$ cat config.mk
export PLATFORM = sky130hd
export DESIGN_NAME = cxu_mac_responder
export DESIGN_NICKNAME = d
export VERILOG_FILES = /design/src/rtl/cxu_mac_responder.sv
export SDC_FILE = /design/constraint.sdc
export NUM_CORES = 1
export LEC_CHECK = 0
export BUFFER_PORTS_ARGS = -buffer_cell sky130_fd_sc_hd__buf_2
export CAP_MARGIN = 20
export CORE_MARGIN = 1.5
export CORE_UTILIZATION = 65
export DETAILED_ROUTE_END_ITERATION = 16
export GPL_ROUTABILITY_DRIVEN = 0
export MAX_ROUTING_LAYER = met4
export PLACE_DENSITY_LB_ADDON = 0.25
export SLEW_MARGIN = 20
export SYNTH_ARGS = -nofsm -noshare
export SYNTH_HDL_FRONTEND = slang
export SYNTH_SLANG_ARGS = --single-unit
$ cat constraint.sdc
create_clock -name clk -period 18.35 [get_ports clk]
set_input_delay 1.835 -clock clk [delete_from_list [all_inputs] [get_ports clk]]
set_output_delay 1.835 -clock clk [all_outputs]
set_load 0.02 [all_outputs]
$ cat src/rtl/cxu_mac_responder.sv
// CX-interface custom function unit: single-cycle ALU ops, a bit-serial shift-add
// multiplier and four 32-bit accumulator contexts selected by cx_state_id.
module cxu_mac_responder #(
  parameter logic [1:0] CXU_ID = 2'd0
) (
  input  logic        clk,
  input  logic        rst,
  input  logic        cx_rst,
  input  logic        cx_req_valid,
  input  logic [1:0]  cx_cxu_id,
  input  logic [1:0]  cx_state_id,
  input  logic [1:0]  cx_virt_state_id,
  input  logic [24:0] cx_func,
  input  logic [31:0] cx_insn,
  input  logic [31:0] cx_req_data0,
  input  logic [31:0] cx_req_data1,
  output logic        cx_resp_valid,
  output logic [31:0] cx_resp_data,
  output logic [3:0]  cx_resp_status,
  output logic        cx_resp_state,
  output logic        busy
);

  typedef enum logic [1:0] {StIdle, StMult, StResp} state_e;

  localparam logic [2:0] FnAdd    = 3'd0;
  localparam logic [2:0] FnPopcnt = 3'd1;
  localparam logic [2:0] FnMul    = 3'd2;
  localparam logic [2:0] FnMac    = 3'd3;
  localparam logic [2:0] FnRdacc  = 3'd4;
  localparam logic [2:0] FnWracc  = 3'd5;

  localparam logic [3:0] StatusOk      = 4'd0;
  localparam logic [3:0] StatusIllegal = 4'd1;
  localparam logic [3:0] StatusIdMiss  = 4'd2;

  state_e      state_q, state_d;
  logic [2:0]  func_q, func_d;
  logic [1:0]  sid_q, sid_d;
  logic        id_ok_q, id_ok_d;
  logic [31:0] a_q, a_d;
  logic [31:0] b_q, b_d;
  logic [31:0] prod_q, prod_d;
  logic [4:0]  cnt_q, cnt_d;
  logic [31:0] acc_q [4];
  logic [31:0] acc_d [4];

  logic        resp_valid_d;
  logic [31:0] resp_data_d;
  logic [3:0]  resp_status_d;
  logic        resp_state_d;
  logic        busy_d;

  logic [31:0] acc_sel;
  logic [31:0] mac_sum;

  // Interface fields this unit never decodes.
  logic unused_inputs;
  assign unused_inputs = ^{cx_virt_state_id, cx_func[24:3], cx_insn};

  function automatic logic [5:0] popcount(input logic [31:0] v);
    logic [5:0] n;
    n = '0;
    for (int i = 0; i < 32; i++) begin
      n = n + {5'd0, v[i]};
    end
    return n;
  endfunction

  assign acc_sel = acc_q[sid_q];
  assign mac_sum = acc_sel + prod_q;

  always_comb begin
    state_d       = state_q;
    func_d        = func_q;
    sid_d         = sid_q;
    id_ok_d       = id_ok_q;
    a_d           = a_q;
    b_d           = b_q;
    prod_d        = prod_q;
    cnt_d         = cnt_q;
    acc_d         = acc_q;
    resp_valid_d  = 1'b0;
    resp_data_d   = cx_resp_data;
    resp_status_d = cx_resp_status;
    resp_state_d  = cx_resp_state;
    // Lags the state by one cycle so it covers the response pulse as well.
    busy_d        = (state_q != StIdle);

    unique case (state_q)
      StIdle: begin
        if (cx_req_valid) begin
          func_d  = cx_func[2:0];
          sid_d   = cx_state_id;
          id_ok_d = (cx_cxu_id == CXU_ID);
          a_d     = cx_req_data0;
          b_d     = cx_req_data1;
          prod_d  = '0;
          cnt_d   = '0;
          if ((cx_cxu_id == CXU_ID) && (cx_func[2:0] == FnMul || cx_func[2:0] == FnMac)) begin
            state_d = StMult;
          end else begin
            state_d = StResp;
          end
        end
      end

      StMult: begin
        // One multiplier bit per cycle, LSB first; A shifts up as B shifts down.
        if (b_q[0]) begin
          prod_d = prod_q + a_q;
        end
        a_d   = a_q << 1;
        b_d   = b_q >> 1;
        cnt_d = cnt_q + 5'd1;
        if (cnt_q == 5'd31) begin
          state_d = StResp;
        end
      end

      StResp: begin
        state_d       = StIdle;
        resp_valid_d  = 1'b1;
        resp_status_d = StatusOk;
        resp_state_d  = (acc_sel != '0);
        if (!id_ok_q) begin
          resp_status_d = StatusIdMiss;
          resp_data_d   = '0;
          resp_state_d  = 1'b0;
        end else begin
          unique case (func_q)
            FnAdd:    resp_data_d = a_q + b_q;
            FnPopcnt: resp_data_d = {26'd0, popcount(a_q)};
            FnMul:    resp_data_d = prod_q;
            FnMac: begin
              resp_data_d   = mac_sum;
              resp_state_d  = (mac_sum != '0);
              acc_d[sid_q]  = mac_sum;
            end
            FnRdacc:  resp_data_d = acc_sel;
            FnWracc: begin
              resp_data_d   = acc_sel;
              resp_state_d  = (a_q != '0);
              acc_d[sid_q]  = a_q;
            end
            default: begin
              resp_status_d = StatusIllegal;
              resp_data_d   = '0;
              resp_state_d  = 1'b0;
            end
          endcase
        end
      end

      default: state_d = StIdle;
    endcase
  end

  always_ff @(posedge clk or posedge rst) begin
    if (rst) begin
      state_q        <= StIdle;
      func_q         <= '0;
      sid_q          <= '0;
      id_ok_q        <= 1'b0;
      a_q            <= '0;
      b_q            <= '0;
      prod_q         <= '0;
      cnt_q          <= '0;
      for (int i = 0; i < 4; i++) begin
        acc_q[i] <= '0;
      end
      cx_resp_valid  <= 1'b0;
      cx_resp_data   <= '0;
      cx_resp_status <= '0;
      cx_resp_state  <= 1'b0;
      busy           <= 1'b0;
    end else if (cx_rst) begin
      // Soft reset aborts silently; response data/status keep their last values.
      state_q       <= StIdle;
      for (int i = 0; i < 4; i++) begin
        acc_q[i] <= '0;
      end
      cx_resp_valid <= 1'b0;
      busy          <= 1'b0;
    end else begin
      state_q        <= state_d;
      func_q         <= func_d;
      sid_q          <= sid_d;
      id_ok_q        <= id_ok_d;
      a_q            <= a_d;
      b_q            <= b_d;
      prod_q         <= prod_d;
      cnt_q          <= cnt_d;
      for (int i = 0; i < 4; i++) begin
        acc_q[i] <= acc_d[i];
      end
      cx_resp_valid  <= resp_valid_d;
      cx_resp_data   <= resp_data_d;
      cx_resp_status <= resp_status_d;
      cx_resp_state  <= resp_state_d;
      busy           <= busy_d;
    end
  end

endmodule

* After elaboration in Yosys (flattened, before gate mapping)
Index checks and enable logic that the tools add are counted.
** Storage, ports and cells
- Register bits :: 276
- Bits of input ports :: 131
- Output and inout bits :: 39
- Logic and storage cells :: 127
** Operators by class
- Add/subtract/negate cells :: 35
- Order comparisons :: 2
- Equality and inequality tests :: 14
- Muxes and demuxes :: 34
- Bitwise gates (word level) :: 2
- Reductions and logical operators :: 23
** Operator list (count)
- 2-to-1 mux 128 bit :: 3
- bitwise mux 128 bit :: 2
- 2-to-1 mux 32 bit :: 8
- one-hot mux 128 bit (2 select lines) :: 1
- one-hot mux 32 bit (2 select lines) :: 3
- one-hot mux 32 bit (5 select lines) :: 1
- adder 6 x 1 -> 6 bit :: 26
- adder 32 bit :: 3
- nonzero test 32 bit :: 3
- binary-select mux 32 bit (select 2 bit) :: 1
- demux 32 bit (select 2 bit) :: 1
- equality test 3 x 2 -> 1 bit (second input constant) :: 4
- 2-to-1 mux 2 bit :: 5
- one-hot mux 5 bit (2 select lines) :: 1
- AND reduction 3 bit :: 3
- nonzero test 2 bit :: 4
- adder 5 x 1 -> 6 bit :: 1
- equality test 3 bit (second input constant) :: 2
- != test 3 bit (second input constant) :: 2
- OR reduction 6 bit :: 1
- adder 4 x 1 -> 5 bit :: 1
- adder 5 x 1 -> 5 bit (second input constant) :: 1
- equality test 5 bit (second input constant) :: 1
- 2-to-1 mux 1 bit :: 5
- 23 further kinds :: 27

* Longest topological paths before layout
Gate-level depths: netlist of the first run.
- Depth after elaboration :: 33
- Depth in mapped cells :: 19
- Mapped depth without buffers :: 19

* Least setup slack after synthesis of the first run
Ideal clock, no wire load.
- Kind :: register -> register
- From :: reg a_q[1]
- To :: reg cx_resp_data[4]
- Setup time :: 0.121 ns
- Data arrival time :: 5.013 ns
- Required time :: 18.229 ns
- Path slack :: 13.216 ns
- Stages on the path, launching flop included :: 18
- Path buffers :: 0
- Clock period less this slack :: 5.134 ns
- Cells stage by stage :: dfrtp_1 inv_1 fa_1 fa_1 fa_1 fa_1 fa_1 fa_1 inv_1 ha_1 fa_1 a21o_1 a21oi_1 xor2_1 a211oi_1 a21oi_1 o22ai_1 a22o_1
** Between the ends
- Longest elaborated chain between the ends :: 33
- Elaborated cells between the ends (all ways) :: 34
- Classes of those cells :: add/sub: 32; mux: 2
** RTL lines
- start: declaration :: RTL line 41 : logic [31:0] a_q, a_d;
- start signal: assignment :: RTL line 165 : a_q <= '0;
- start signal: assignment :: RTL line 190 : a_q <= a_d;
- adder 1 x 1 -> 2 bit :: RTL line 65 : n = n + {5'd0, v[i]};
- adder 2 x 1 -> 3 bit :: RTL line 65
- adder 3 x 1 -> 4 bit :: RTL line 65
- adder 4 x 1 -> 5 bit :: RTL line 65
- adder 5 x 1 -> 6 bit :: RTL line 65
- adder 6 x 1 -> 6 bit (26 in series) :: RTL line 65
- one-hot mux 32 bit (5 select lines) * :: RTL line 131 : unique case (func_q)
- 2-to-1 mux 32 bit * :: RTL line 126 : if (!id_ok_q) begin
- end signal: assignment :: RTL line 198 : cx_resp_data <= resp_data_d;
- end: declaration :: RTL line 18 : output logic [31:0] cx_resp_data,
Mark *: on every way between the ends. The rest lies on a longest branch, timed or not.
A chain may end at the register's enable or synchronous reset.

* Worst setup path after layout of the first run
- From :: reg a_q[25]
- To :: reg cx_resp_data[4]
** Between the ends
- Longest elaborated chain between the ends :: 9
** RTL lines (RTL line)
- adder 6 x 1 -> 6 bit (7 in series) :: 65
- one-hot mux 32 bit (5 select lines) :: 131
- 2-to-1 mux 32 bit :: 126
No other way between the ends.

==> impl_metrics.xml, run 1 <==
<?xml version="1.0" encoding="UTF-8"?>
<metrics>
  <group name="worst_setup_path">
    <metric name="critical_path_arrival" unit="ns">6.35</metric>
    <metric name="required" unit="ns">18.80</metric>
    <metric name="crit_fanout" unit="">6</metric>
    <metric name="cp-end-kind" unit="">flop</metric>
    <metric name="worstSetupPathType" unit="">flop to flop</metric>
    <metric name="timing.critical_path.from_type" unit="">flop</metric>
  </group>
  <group name="drt">
    <metric name="routed_via_density" unit="">6.87</metric>
    <metric name="drt_wl_total" unit="um">58100</metric>
    <metric name="drt_first_iter_violations" unit="">2342</metric>
    <metric name="ant_nets" unit="">0</metric>
    <metric name="detail_route.first_pass.iterations" unit="">8</metric>
    <metric name="via_count" unit="">16600</metric>
    <metric name="drc_errors" unit="">0</metric>
    <metric name="post_drt_wl_per_cell" unit="um">24.1</metric>
  </group>
  <group name="cts">
    <metric name="cts_tree" unit="">yes</metric>
    <metric name="post_cts_hold_buffers" unit="">0</metric>
    <metric name="cts-buffers-inserted" unit="">30</metric>
    <metric name="ctsRootBufferMaster" unit="">clkbuf_16</metric>
    <metric name="htree_levels" unit="">1</metric>
    <metric name="clkLatencyLatePin" unit="ns">0.57</metric>
    <metric name="cts_max_path_buffers" unit="">3</metric>
    <metric name="clkSinkCount" unit="">274</metric>
    <metric name="cts_resized" unit="">0</metric>
    <metric name="clk_pin_slew_worst_paths" unit="ns">0.06</metric>
    <metric name="cts_setup_buffers" unit="">0</metric>
  </group>
  <group name="power_and_ir_drop">
    <metric name="static-leakage-power" unit="nW">9.45</metric>
    <metric name="peakVddDrop" unit="mV">0.298</metric>
    <metric name="powerDensity" unit="nW/um2">133</metric>
  </group>
  <group name="finish">
    <metric name="finish.instance_area" unit="um2">19900</metric>
    <metric name="share_of_cells_above_drive_strength_1" unit="%">11.9</metric>
    <metric name="layout.nets" unit="">2275</metric>
    <metric name="flow.area_growth_from_synthesis" unit="%">10.1</metric>
    <metric name="instances_no_fill" unit="">2413</metric>
    <metric name="final_common_cell" unit="">nand2_1</metric>
    <metric name="mostFrequentLayoutCells" unit="">nand2_1, dfrtp_1, nor2_1</metric>
  </group>
  <group name="floorplanning">
    <metric name="initial_utilization" unit="%">66.6</metric>
    <metric name="die_w" unit="um">170</metric>
    <metric name="die-area" unit="um2">28800</metric>
    <metric name="placementRows" unit="">60</metric>
    <metric name="dieHeight" unit="um">170</metric>
    <metric name="coreArea" unit="um2">27100</metric>
    <metric name="ioPinCount" unit="">170</metric>
  </group>
  <group name="logic_synthesis">
    <metric name="async_flop_share" unit="%">100</metric>
    <metric name="syn_area" unit="um2">18100</metric>
    <metric name="synth.area.mux_share" unit="%">6.29</metric>
    <metric name="register_bit_count_reported_by_yosys" unit="">274</metric>
    <metric name="ys_top_cells_by_area" unit="">dfrtp_1, ha_1, nand2_1, a22o_1, mux4_2</metric>
    <metric name="yosys.area.top_type" unit="">dfrtp_1</metric>
    <metric name="compound_cell_area_share_of_the_yosys_netlist" unit="%">23.2</metric>
    <metric name="synth_xor_xnor_area_share" unit="%">4.25</metric>
    <metric name="synth_simple_gate_area_share" unit="%">14.1</metric>
    <metric name="synthesis.area_per_instance" unit="um2">9.19</metric>
    <metric name="synth_seq_area_share" unit="%">38.0</metric>
    <metric name="yosys_warnings" unit="">0</metric>
    <metric name="combinational_family_with_the_most_area_after_synthesis" unit="">compound AO/OA/AOI/OAI gates</metric>
    <metric name="unique_cell_type_count_in_the_yosys_netlist" unit="">75</metric>
    <metric name="synth-adder-area-share" unit="%">10.1</metric>
    <metric name="synth-main-ff-cell" unit="">dfrtp_1</metric>
    <metric name="synth-edff-count" unit="">0</metric>
    <metric name="netlist.area_leader.share" unit="%">38.0</metric>
    <metric name="syn-instance-count" unit="">1964</metric>
  </group>
  <group name="global_routing">
    <metric name="antenna_found_initial" unit="">2</metric>
    <metric name="grt_remaining_overflow" unit="">0</metric>
    <metric name="grt_pass1_vias" unit="">15800</metric>
    <metric name="globalRouteTotalUtil" unit="%">42.3</metric>
    <metric name="grt_start_max_net_pins" unit="">141</metric>
    <metric name="grt_first_pass_wirelength" unit="um">89900</metric>
  </group>
  <group name="timing">
    <metric name="rsz0062_at_grt" unit="">no</metric>
    <metric name="final_min_period_over_clock_period" unit="%">32.1</metric>
    <metric name="number_of_hold_violations_in_the_final_report" unit="">0</metric>
    <metric name="final.setup_skew" unit="ns">0.0132</metric>
    <metric name="max_freq" unit="MHz">170</metric>
    <metric name="worstMarginPinSlew" unit="ns">1.29</metric>
    <metric name="finalCriticalPeriod" unit="ns">5.90</metric>
    <metric name="report.final.setup_viol" unit="">0</metric>
    <metric name="final-max-slew-violation-count" unit="">0</metric>
    <metric name="worst_setup_margin" unit="ns">12.45</metric>
    <metric name="final.setup.tns" unit="ns">0</metric>
    <metric name="hold_slack_final" unit="ns">0.478</metric>
    <metric name="timing.slew.headroom" unit="%">14.1</metric>
  </group>
  <group name="run">
    <metric name="max_cap_viol_count" unit="">0</metric>
  </group>
  <group name="place">
    <metric name="place_worst_setup_slack" unit="ns">12.64</metric>
    <metric name="hpwlAfterDp" unit="um">41000</metric>
    <metric name="placedInstanceArea" unit="um2">18800</metric>
    <metric name="numPortBuffers" unit="">111</metric>
    <metric name="place_inst" unit="">2354</metric>
  </group>
  <group name="hold_path">
    <metric name="worstHoldPathType" unit="">flop to flop</metric>
  </group>
  <group name="status">
    <metric name="status" unit="">finished clean</metric>
  </group>
</metrics>
[per-layer routing]
metal	vias up	routed length [um]	GRT usage [%]
li1	7297	-	-
met1	7904	21800	54.6
met2	1090	24500	60.0
met3	288	7150	10.4
met4	0	4580	26.2
met5	-	0	-
[final timing paths]
| path | startpoint | endpoint | slack, ns | depth (start not counted) |
|---|---|---|---|---|
| max in group asynchronous | rst | func_q[0]$_DFFE_PP0P_ | 15.33 | 3 |
| setup reg to reg | a_q[25]$_DFFE_PP0P_ | cx_resp_data[4]$_DFFE_PP0P_ | 12.45 | 17 |
| min in group asynchronous | rst | prod_q[20]$_DFFE_PP0P_ | 1.49 | 2 |
| hold / removal | cx_resp_data[21]$_DFFE_PP0P_ | cx_resp_data[21]$_DFFE_PP0P_ | 0.48 | 2 |
| hold reg to reg | cx_resp_data[21]$_DFFE_PP0P_ | cx_resp_data[21]$_DFFE_PP0P_ | 0.48 | 2 |
| setup / recovery | a_q[25]$_DFFE_PP0P_ | cx_resp_data[4]$_DFFE_PP0P_ | 12.45 | 17 |
[cell families after synthesis]
family / after synthesis
compound gates: 633
simple gates: 584
flops: 274
buf+inv: 186
fa+ha+maj: 130
xor+xnor: 86
mux: 70
other cells: 1
[synthesized netlist by cell type, types with 27 or more instances]
cell,count
nand3_1,28
dfrtp_1,274
nor2_1,137
ha_1,103
inv_1,71
a21oi_1,107
nand2_1,299
mux2i_1,28
o21ai_1,58
fa_1,27
a31oi_1,72
xnor2_1,55
a22o_1,102
a21o_1,45
o21ai_0,103
mux4_2,34
xor2_1,30
clkbuf_1,98
[critical path: stages (launching register included)]
cell and delay, ns:
dfrtp_1 0.70, inv_1 0.23, fa_1 0.53, fa_1 0.54, fa_1 0.45, fa_1 0.57, fa_1 0.45, fa_1 0.49
inv_1 0.04, ha_1 0.21, fa_1 0.48, a21o_1 0.18, a21oi_1 0.16, xor2_1 0.16, a211oi_1 0.09, a21oi_1 0.15
o22ai_1 0.10, a22o_1 0.25
[power breakdown]
part	leakage, nW	internal, mW	switching [mW]
logic	5.32	0.541	0.723
registers	3.62	0.644	0.0963
clock network	0.511	0.378	0.256
[layout make-up]
| cell class | instances | area (um2) |
|---|---|---|
| multi-input cells | 1505 | 10500 |
| fillers | 2025 | 7220 |
| flip-flops and latches | 274 | 6860 |
| clock buffers | 36 | 795 |
| repair buffers | 132 | 713 |
| well taps | 372 | 465 |
| inverters | 71 | 274 |
| clock inverters | 19 | 230 |
| diodes | 4 | 10.0 |
[flip-flops by register name (all words and copies together), names as in the netlist]
register        count
a_q                32
acc_q             128
b_q                32
busy                1
cnt_q               5
cx_resp_data       32
cx_resp_state       1
cx_resp_status      2
cx_resp_valid       1
func_q              3
id_ok_q             1
prod_q             32
sid_q               2
state_q             2
[through the flow]
stage	util [%]	power, mW
after detailed placement	69.5	1.95
after global placement	69.5	1.91
after floorplan	-	1.63
after global routing	73.3	2.81
after CTS	73.3	2.60
final	73.4	2.64
Note: power is estimated with default switching activity, not from simulation.
==> inputs of run 2 (changes only) <==
--- a/config.mk
+++ b/config.mk
@@ -8,7 +8,7 @@
 export BUFFER_PORTS_ARGS = -buffer_cell sky130_fd_sc_hd__buf_2
 export CAP_MARGIN = 20
 export CORE_MARGIN = 1.5
-export CORE_UTILIZATION = 65
+export CORE_UTILIZATION = 61
 export DETAILED_ROUTE_END_ITERATION = 16
 export GPL_ROUTABILITY_DRIVEN = 0
 export MAX_ROUTING_LAYER = met4
==> constraint.sdc (replaced) <==
create_clock -name clk -period 6.2 [get_ports clk]
set_input_delay 0.62 -clock clk [delete_from_list [all_inputs] [get_ports clk]]
set_output_delay 0.62 -clock clk [all_outputs]
set_load 0.02 [all_outputs]
==> impl_metrics.xml, run 2 (same netlist as run 1, synthesis figures left out) <==
<?xml version="1.0" encoding="UTF-8"?>
<metrics>
  <group name="timing">
    <metric name="finalCriticalPeriod" unit="ns">5.58</metric>
    <metric name="hold_slack_final" unit="ns">0.0751</metric>
    <metric name="final-max-slew-violation-count" unit="">0</metric>
    <metric name="rsz0062_at_grt" unit="">no</metric>
    <metric name="final_min_period_over_clock_period" unit="%">90.0</metric>
    <metric name="max_freq" unit="MHz">179</metric>
    <metric name="final.setup.tns" unit="ns">0</metric>
    <metric name="report.final.setup_viol" unit="">0</metric>
    <metric name="final.setup_skew" unit="ns">0.0193</metric>
    <metric name="worstMarginPinSlew" unit="ns">1.08</metric>
    <metric name="timing.slew.headroom" unit="%">27.4</metric>
    <metric name="number_of_hold_violations_in_the_final_report" unit="">0</metric>
    <metric name="worst_setup_margin" unit="ns">0.623</metric>
  </group>
  <group name="global_routing">
    <metric name="grt_first_pass_wirelength" unit="um">92200</metric>
    <metric name="grt_start_max_net_pins" unit="">144</metric>
    <metric name="antenna_found_initial" unit="">2</metric>
    <metric name="globalRouteTotalUtil" unit="%">40.5</metric>
    <metric name="grt_remaining_overflow" unit="">0</metric>
    <metric name="grt_pass1_vias" unit="">15900</metric>
  </group>
  <group name="cts">
    <metric name="htree_levels" unit="">1</metric>
    <metric name="clkSinkCount" unit="">274</metric>
    <metric name="cts_resized" unit="">0</metric>
    <metric name="cts_setup_buffers" unit="">0</metric>
    <metric name="cts_tree" unit="">yes</metric>
    <metric name="ctsRootBufferMaster" unit="">clkbuf_16</metric>
    <metric name="clkLatencyLatePin" unit="ns">0.58</metric>
    <metric name="clk_pin_slew_worst_paths" unit="ns">0.06</metric>
    <metric name="post_cts_hold_buffers" unit="">0</metric>
    <metric name="cts-buffers-inserted" unit="">30</metric>
    <metric name="cts_max_path_buffers" unit="">3</metric>
  </group>
  <group name="worst_setup_path">
    <metric name="required" unit="ns">6.66</metric>
    <metric name="critical_path.slowest_cell" unit="">dfrtp_1</metric>
    <metric name="critPathBufInv" unit="">2</metric>
    <metric name="critical_path_arrival" unit="ns">6.04</metric>
    <metric name="crit_path_frequent_cell" unit="">fa_1</metric>
    <metric name="timing.critical_path.from_type" unit="">flop</metric>
    <metric name="critical_path.cell_chain" unit="">fa_1 -&gt; inv_1 -&gt; fa_1 -&gt; fa_1 -&gt; fa_1 -&gt; fa_1 -&gt; fa_1 -&gt; inv_1 -&gt; ha_1 -&gt; fa_1 -&gt; a21o_1 -&gt; a21oi_1 -&gt; xor2_1 -&gt; a211oi_1 -&gt; a21oi_1 -&gt; o22ai_1 -&gt; a22o_1</metric>
    <metric name="worst_path_dominant_cell_family" unit="">adder cells</metric>
    <metric name="cp-end-kind" unit="">flop</metric>
    <metric name="crit_fanout" unit="">7</metric>
    <metric name="cp_slowest_stage_delay" unit="ns">0.68</metric>
    <metric name="worstSetupPathType" unit="">flop to flop</metric>
  </group>
  <group name="place">
    <metric name="place_worst_setup_slack" unit="ns">0.703</metric>
    <metric name="numPortBuffers" unit="">111</metric>
    <metric name="placedInstanceArea" unit="um2">19000</metric>
    <metric name="place_inst" unit="">2379</metric>
    <metric name="hpwlAfterDp" unit="um">42700</metric>
  </group>
  <group name="power_and_ir_drop">
    <metric name="powerDensity" unit="nW/um2">395</metric>
    <metric name="peakVddDrop" unit="mV">0.550</metric>
    <metric name="static-leakage-power" unit="nW">9.50</metric>
    <metric name="fin_total_pwr" unit="mW">7.90</metric>
  </group>
  <group name="floorplanning">
    <metric name="ioPinCount" unit="">170</metric>
    <metric name="die_w" unit="um">175</metric>
    <metric name="coreArea" unit="um2">28900</metric>
    <metric name="placementRows" unit="">62</metric>
    <metric name="initial_utilization" unit="%">62.4</metric>
    <metric name="dieHeight" unit="um">175</metric>
    <metric name="die-area" unit="um2">30600</metric>
  </group>
  <group name="finish">
    <metric name="share_of_cells_above_drive_strength_1" unit="%">12.4</metric>
    <metric name="largest_reg_flops" unit="">128</metric>
    <metric name="layout.nets" unit="">2288</metric>
    <metric name="nFillCells" unit="">2261</metric>
    <metric name="flow.area_growth_from_synthesis" unit="%">10.7</metric>
    <metric name="fin_util" unit="%">69.1</metric>
    <metric name="mostFrequentLayoutCells" unit="">nand2_1, dfrtp_1, nor2_1</metric>
    <metric name="final_common_cell" unit="">nand2_1</metric>
    <metric name="instances_no_fill" unit="">2435</metric>
    <metric name="finish.instance_area" unit="um2">20000</metric>
    <metric name="largest_register" unit="">acc_q</metric>
  </group>
  <group name="drt">
    <metric name="post_drt_wl_per_cell" unit="um">24.4</metric>
    <metric name="ant_nets" unit="">0</metric>
    <metric name="drt_wl_total" unit="um">59400</metric>
    <metric name="drc_errors" unit="">0</metric>
    <metric name="via_count" unit="">16600</metric>
    <metric name="detail_route.first_pass.iterations" unit="">8</metric>
    <metric name="drt_first_iter_violations" unit="">2058</metric>
    <metric name="routed_via_density" unit="">6.83</metric>
  </group>
  <group name="status">
    <metric name="status" unit="">finished clean</metric>
  </group>
  <group name="hold_path">
    <metric name="worstHoldPathType" unit="">primary input to asynchronous set/reset pin</metric>
  </group>
  <group name="run">
    <metric name="max_cap_viol_count" unit="">0</metric>
  </group>
</metrics>
## run 2: area by class of cell
cell class | instances | area [um2] | share of cell area (%)
multi-input cells | 1505 | 10500 | 52.8
flip-flops and latches | 274 | 6860 | 34.3
repair buffers | 145 | 823 | 4.12
clock buffers | 41 | 822 | 4.11
well taps | 384 | 480 | 2.40
inverters | 71 | 270 | 1.35
clock inverters | 13 | 186 | 0.932
diodes | 2 | 5.00 | 0.0250
## run 2: path summary, 6_finish.rpt
kind,start,to,slack [ns],depth (start not counted)
worst max-delay path,a_q[19]$_DFFE_PP0P_,cx_resp_data[4]$_DFFE_PP0P_,0.62,17
worst min-delay path,rst,a_q[13]$_DFFE_PP0P_,0.08,2
worst max register to register,a_q[19]$_DFFE_PP0P_,cx_resp_data[4]$_DFFE_PP0P_,0.62,17
worst min register to register,cx_resp_data[8]$_DFFE_PP0P_,cx_resp_data[8]$_DFFE_PP0P_,0.48,2
max in group asynchronous,rst,cnt_q[4]$_DFFE_PP0P_,4.81,3
min in group clk,cx_req_data1[31],b_q[31]$_DFFE_PP0P_,0.26,2
## run 2: where the power goes
| part | total [mW] | internal, mW | switching [mW] |
|---|---|---|---|
| Combinational | 3.90 | 1.65 | 2.25 |
| Sequential | 2.13 | 1.91 | 0.225 |
| Clock | 1.87 | 1.09 | 0.772 |
| Total | 7.90 | 4.65 | 3.25 |
## run 2: per-layer routing
metal	vias to the layer above	GRT usage, %	wire length (um)
li1	7314	-	-
met1	7989	53.6	22800
met2	1080	58.2	25500
met3	243	9.18	6970
met4	0	21.6	4090
met5	-	-	0
## run 2: worst register-to-register path, stage by stage (launching register included)
cell and delay (ns):
dfrtp_1 0.68, fa_1 0.51, inv_1 0.08, fa_1 0.43
fa_1 0.47, fa_1 0.54, fa_1 0.44, fa_1 0.49
inv_1 0.05, ha_1 0.21, fa_1 0.46, a21o_1 0.18
a21oi_1 0.18, xor2_1 0.18, a211oi_1 0.09, a21oi_1 0.15
o22ai_1 0.09, a22o_1 0.23
